===== src/rtl/traffic_pkg.sv =====
// traffic_pkg
// Shared definitions for the actuated intersection scheduler:
//   - approach encoding (DIR_N..DIR_W), matching bit positions of the req mask
//   - lamp codes driven on each approach's 3-bit lamp bus
//   - phase-state enum used by the scheduler FSM
//   - dir_onehot(): converts an approach index to its req-mask bit
package traffic_pkg;

  localparam logic [1:0] DIR_N = 2'd0;
  localparam logic [1:0] DIR_S = 2'd1;
  localparam logic [1:0] DIR_E = 2'd2;
  localparam logic [1:0] DIR_W = 2'd3;

  localparam logic [2:0] LAMP_GRN = 3'b001;
  localparam logic [2:0] LAMP_YEL = 3'b010;
  localparam logic [2:0] LAMP_RED = 3'b100;

  typedef enum logic [1:0] {
    ST_IDLE   = 2'd0,
    ST_GREEN  = 2'd1,
    ST_YELLOW = 2'd2,
    ST_ALLRED = 2'd3
  } phase_t;

  function automatic logic [3:0] dir_onehot(input logic [1:0] dir);
    return 4'b0001 << dir;
  endfunction

endpackage


===== src/rtl/rr_arbiter4.sv =====
// rr_arbiter4
// Combinational 4-way round-robin picker.
//   req    [3:0] in  : request mask, bit i = approach i
//   ptr    [1:0] in  : last granted approach; search starts at ptr+1 and wraps
//   winner [1:0] out : first requesting approach in that order (ptr when none)
//   valid        out : at least one request present
module rr_arbiter4
  import traffic_pkg::*;
(
  input  logic [3:0] req,
  input  logic [1:0] ptr,
  output logic [1:0] winner,
  output logic       valid
);

  logic [1:0] cand;

  // Walk from the lowest priority (ptr itself) up to the highest (ptr+1);
  // the last hit overwrites earlier ones, so the highest-priority requester wins.
  always_comb begin
    winner = ptr;
    cand   = ptr;
    valid  = |req;
    for (int i = 4; i >= 1; i--) begin
      cand = ptr + 2'(i);
      if (req[cand]) begin
        winner = cand;
      end
    end
  end

endmodule


===== src/rtl/traffic_phase_scheduler.sv =====
// traffic_phase_scheduler
// Actuated four-way intersection scheduler. Grants green to one approach at a
// time in round-robin order among requesting approaches, with a yellow and an
// all-red interval between grants. Green is held while no one else waits,
// cut early when the owner's demand goes away, and capped at GREEN_MAX when
// others wait. Emergency pre-emption forces a chosen approach to green.
//   clk            in  : clock
//   rst            in  : synchronous active-high reset
//   req      [3:0] in  : vehicle present, bit0 N, bit1 S, bit2 E, bit3 W
//   emerg          in  : pre-emption request (level)
//   emerg_dir[1:0] in  : pre-empting approach
//   north/south/east/west [2:0] out : lamp codes (001 green, 010 yellow, 100 red)
//   active_dir[1:0] out : approach owning the phase during green/yellow, else 0
//   grant          out : one-cycle pulse in the first green cycle of a grant
module traffic_phase_scheduler
  import traffic_pkg::*;
#(
  parameter int GREEN_MIN = 4,
  parameter int GREEN_MAX = 16,
  parameter int YELLOW_T  = 3,
  parameter int ALLRED_T  = 1,
  parameter int TW        = 5
) (
  input  logic       clk,
  input  logic       rst,
  input  logic [3:0] req,
  input  logic       emerg,
  input  logic [1:0] emerg_dir,
  output logic [2:0] north,
  output logic [2:0] south,
  output logic [2:0] east,
  output logic [2:0] west,
  output logic [1:0] active_dir,
  output logic       grant
);

  localparam logic [TW-1:0] MIN_LAST = TW'(GREEN_MIN - 1);
  localparam logic [TW-1:0] MAX_LAST = TW'(GREEN_MAX - 1);
  localparam logic [TW-1:0] YEL_LAST = TW'(YELLOW_T - 1);
  localparam logic [TW-1:0] AR_LAST  = TW'(ALLRED_T - 1);

  phase_t        state_reg, state_next;
  logic [TW-1:0] tmr_reg;
  logic [1:0]    ptr_reg;
  logic [1:0]    cur_reg;
  logic          grant_reg;

  logic [1:0]    rr_winner;
  logic          rr_valid;
  logic [1:0]    green_pick;
  logic          green_entry;
  logic          other_req;
  logic          emerg_cut;
  logic          demand_cut;

  rr_arbiter4 u_arb (
    .req    (req),
    .ptr    (ptr_reg),
    .winner (rr_winner),
    .valid  (rr_valid)
  );

  // Pre-emption overrides round robin and does not need its own req bit.
  assign green_pick = emerg ? emerg_dir : rr_winner;

  assign other_req  = |(req & ~dir_onehot(cur_reg));
  assign emerg_cut  = emerg && (emerg_dir != cur_reg);
  // Demand-driven cut: someone else waits, minimum served, and either the
  // owner has gone away or the maximum has been reached.
  assign demand_cut = !emerg && (tmr_reg >= MIN_LAST) && other_req &&
                      (!req[cur_reg] || (tmr_reg == MAX_LAST));

  // Next-state logic
  always_comb begin
    state_next = state_reg;
    unique case (state_reg)
      ST_IDLE: begin
        if (rr_valid || emerg) state_next = ST_GREEN;
      end
      ST_GREEN: begin
        if (emerg_cut || demand_cut) state_next = ST_YELLOW;
      end
      ST_YELLOW: begin
        if (tmr_reg == YEL_LAST) state_next = ST_ALLRED;
      end
      ST_ALLRED: begin
        if (tmr_reg == AR_LAST) begin
          state_next = (rr_valid || emerg) ? ST_GREEN : ST_IDLE;
        end
      end
      default: state_next = ST_IDLE;
    endcase
  end

  assign green_entry = (state_next == ST_GREEN) && (state_reg != ST_GREEN);

  // State and phase registers
  always_ff @(posedge clk) begin
    if (rst) begin
      state_reg <= ST_IDLE;
      tmr_reg   <= '0;
      ptr_reg   <= DIR_W;
      cur_reg   <= DIR_N;
      grant_reg <= 1'b0;
    end else begin
      state_reg <= state_next;
      grant_reg <= green_entry;
      if (state_next != state_reg) begin
        tmr_reg <= '0;
      end else if (!((state_reg == ST_GREEN) && (tmr_reg == MAX_LAST))) begin
        tmr_reg <= tmr_reg + TW'(1);
      end
      if (green_entry) begin
        cur_reg <= green_pick;
        ptr_reg <= green_pick;
      end
    end
  end

  // Output decode
  logic       owns_phase;
  logic [2:0] owner_lamp;
  logic [2:0] lamp [4];

  always_comb begin
    owns_phase = (state_reg == ST_GREEN) || (state_reg == ST_YELLOW);
    owner_lamp = (state_reg == ST_GREEN)  ? LAMP_GRN :
                 (state_reg == ST_YELLOW) ? LAMP_YEL : LAMP_RED;
    active_dir = owns_phase ? cur_reg : DIR_N;
    grant      = grant_reg;
  end

  for (genvar gi = 0; gi < 4; gi++) begin : g_lamp
    assign lamp[gi] = (cur_reg == 2'(gi)) ? owner_lamp : LAMP_RED;
  end

  assign north = lamp[0];
  assign south = lamp[1];
  assign east  = lamp[2];
  assign west  = lamp[3];

endmodule


===== config.mk =====
export PLATFORM = sky130hd
export DESIGN_NAME = traffic_phase_scheduler
export DESIGN_NICKNAME = d
export VERILOG_FILES = /design/src/rtl/traffic_pkg.sv /design/src/rtl/rr_arbiter4.sv /design/src/rtl/traffic_phase_scheduler.sv
export SDC_FILE = /design/constraint.sdc
export NUM_CORES = 1
export LEC_CHECK = 0
export BUFFER_PORTS_ARGS = -buffer_cell sky130_fd_sc_hd__buf_4
export CORE_MARGIN = 2
export CORE_UTILIZATION = 45
export CTS_CLUSTER_DIAMETER = 40
export CTS_CLUSTER_SIZE = 30
export DETAILED_ROUTE_END_ITERATION = 8
export GPL_TIMING_DRIVEN = 0
export PLACE_DENSITY = 0.68
export SYNTH_ARGS = -nofsm -noshare
export SYNTH_HDL_FRONTEND = slang
export SYNTH_SLANG_ARGS = --single-unit
export TNS_END_PERCENT = 1

===== constraint.sdc =====
create_clock -name clk -period 4.8 [get_ports clk]
set_input_delay 0.48 -clock clk [delete_from_list [all_inputs] [get_ports clk]]
set_output_delay 0.48 -clock clk [all_outputs]
set_load 0.02 [all_outputs]

==> out/metrics.yaml <==
timing:
  whs_ns: 0.566
  tns_ns: 0
  relSlewSlack_pct: 66.9
  worstMarginPinSlew_ns: 0.494
  fin_crit_sh_pct: 51.3
  clock.fmax_ghz: 0.406
  period_minus_slack_ns: 2.46
  report.final.slew_viol_count: 0
  fin_worst_skew_ns: 0.00175
  rsz0062_at_grt: "no"
  hold_violations: 0
  setup_viol: 0
finish:
  final_util_pct: 56.7
  seq_area_um2: 240
  multi_input_area_um2: 851
  num_antenna_cells: 0
  final_net_count: 186
  syn_to_final_growth_pct: 20.0
  drive_above_1_share_pct: 23.2
  largest_reg_flops: 5
  fillers: 235
yosys:
  synth.avg_cell_area_um2: 8.11
  synth-edff-count: 0
  syn-num-nets: 160
  synth_cell_types: 49
  ys_top_cells_by_area: "dfxtp_1, ha_1, mux2i_1"
  synth_flop_cell: "dfxtp_1"
  synth_async_sr_flop_share_pct: 0
  synth_seq_cells: 12
  yosys_warnings: 0
  yosysTopAreaCellShare_pct: 20.7
  post-synth-top-area-cell: "dfxtp_1"
  synth_seq_area_share_pct: 20.7
  synth_cells: 143
  synth_area_um2: 1160
clock_tree:
  cts.repair.resized: 0
  root_buffer: "clkbuf_4"
  cts_num_sinks: 12
  htreeDepth: 1
  cts_post_setup_buffers_inserted: 0
  path_clk_slew_ns: 0.07
  cts_max_path_buffers: 2
  cts_tree: "done"
  clock_latency_ns: 0.27
  hold_buffers: 0
  cts_made_buffers: 3
global_route:
  antenna_found_initial: 0
  grt_pass1_vias: 975
  grtUsageTotal_pct: 19.6
  grt_pass1_wl_mm: 4.24
  grt_max_degree: 11
  globalRouteOverflowTotal: 0
worst_hold_path:
  hp-class: "reg2reg"
setup_path:
  crit_path_top_delay_cell: "dfxtp_1"
  worstPathArrival_ns: 2.61
  crit_buf_inv: 1
  cp_cell_sequence: "ha_1 -> and3_2 -> ha_1 -> inv_1 -> a221o_1 -> a211oi_2 -> a21oi_1 -> nor2_1 -> nor3_1"
  crit_required_ns: 4.95
  worstSetupEndpointType: "register"
  cp_max_fo: 5
  crit_path_frequent_cell: "ha_1"
  crit_type: "reg2reg"
  cp_top_family: "compound AO/OA/AOI/OAI gates"
  start_kind: "register"
  worst_path_largest_cell_delay_ns: 0.43
power_and_ir_drop:
  powerDensity_nw_per_um2: 489
  peakVddDrop_mv: 0.329
  power_leakage_uw: 0.000613
place:
  hpwl_mm: 2.03
  port-buffer-count: 21
  place_congestion: 0.802
routing:
  routed_wl_mm: 2.59
  drt_iter0_markers: 27
  vias: 1115
  antenna_left: 0
  firstDrtPassIters: 4
  post-route-drc-count: 0
  detail_route.vias_per_cell: 5.63
  wl_per_cell_um: 13.1
floorplan:
  rows: 18
  core_area_um2: 2450
  io_pins: 24
  die_height_um: 54.8
  initial_core_util_pct: 47.2
  die-area_um2: 3000
  die_w_um: 54.8
run_status:
  status: "completed"
run:
  max_cap_viol_count: 0
-- kinds of logic (layout without fill, tap and decap cells) --
| logic type | Yosys count | in the layout | share of synthesized area [%] |
|---|---|---|---|
| and+or+nand+nor | 63 | 63 | 31.6 |
| DFF | 12 | 12 | 20.7 |
| xor gates and xnor gates | 5 | 5 | 3.78 |
| adders and majority gates | 8 | 8 | 8.63 |
| muxes | 7 | 7 | 6.04 |
| buffers and inverters | 18 | 43 | 5.93 |
| AOI/OAI and AO/OA | 30 | 30 | 23.3 |
-- cells in the mapped netlist (2+ instances only) --
master	instances
nor2_1	14
dfxtp_1	12
inv_1	12
nand2_1	12
nor3_1	9
and2_1	8
ha_1	8
mux2i_1	7
a21oi_1	6
clkbuf_1	5
xor2_1	4
nand2b_1	3
a21o_1	2
and3_1	2
nor2b_1	2
nor4b_1	2
o21ai_0	2
o221ai_1	2
-- report_power, final --
part	total (uW)	internal [uW]	switching, uW
sequential	175	131	44.6
clock	80.3	46.1	34.2
combinational	424	188	236
-- cells in the final DEF, fill, tap and decap left out, types with 3 or more instances in the layout --
master / synthesis / routed
a21oi_1: 6 / 6
clkbuf_1: 5 / 5
buf_4: 0 / 21
nor3_1: 9 / 9
mux2i_1: 7 / 7
nor2_1: 14 / 14
nand2b_1: 3 / 3
xor2_1: 4 / 4
nand2_1: 12 / 12
clkbuf_4: 0 / 3
and2_1: 8 / 8
inv_1: 12 / 12
dfxtp_1: 12 / 12
ha_1: 8 / 8
-- cell type report --
cell class	count	area share, %
Clock buffer	4	2.61
Inverter	12	3.24
Tap cell	30	2.70
Multi-Input combinational cell	113	61.2
Timing Repair Buffer	21	11.3
Sequential cell	12	17.3
Buffer	6	1.71
-- stage by stage --
step	power [uW]	instances	instance area [um2]	setup WS (ns)
after floorplan	488	143	1160	2.63
after global placement	586	194	1360	2.43
after detailed placement	603	194	1360	2.39
after CTS	685	198	1390	2.38
after global routing	741	198	1390	2.18
final	680	198	1390	2.34
-- worst register-to-register path, delay by kind of cell, from the launching register on --
family          cells  cell delay [ns]
compound gates      3             0.73
fa+ha+maj           2             0.47
buf+inv             1             0.06
flops               1             0.43
simple gates        3             0.66
-- worst paths after layout --
check             startpoint    endpoint  slack, ns  depth (start not counted)
setup / recovery  tmr_reg[0]  tmr_reg[0]       2.34                          9
hold / removal    ptr_reg[0]  ptr_reg[0]       0.57                          2
setup reg to reg  tmr_reg[0]  tmr_reg[0]       2.34                          9
hold reg to reg   ptr_reg[0]  ptr_reg[0]       0.57                          2
-- per-layer routing --
metal	GRT usage (%)	wire (um)	up-vias
met1	25.3	1210	522
met3	1.64	103	4
met2	33.3	1260	27
li1	-	-	562
met4	7.50	20	0
met5	0	0	-
(Power assumes the default switching activity.)
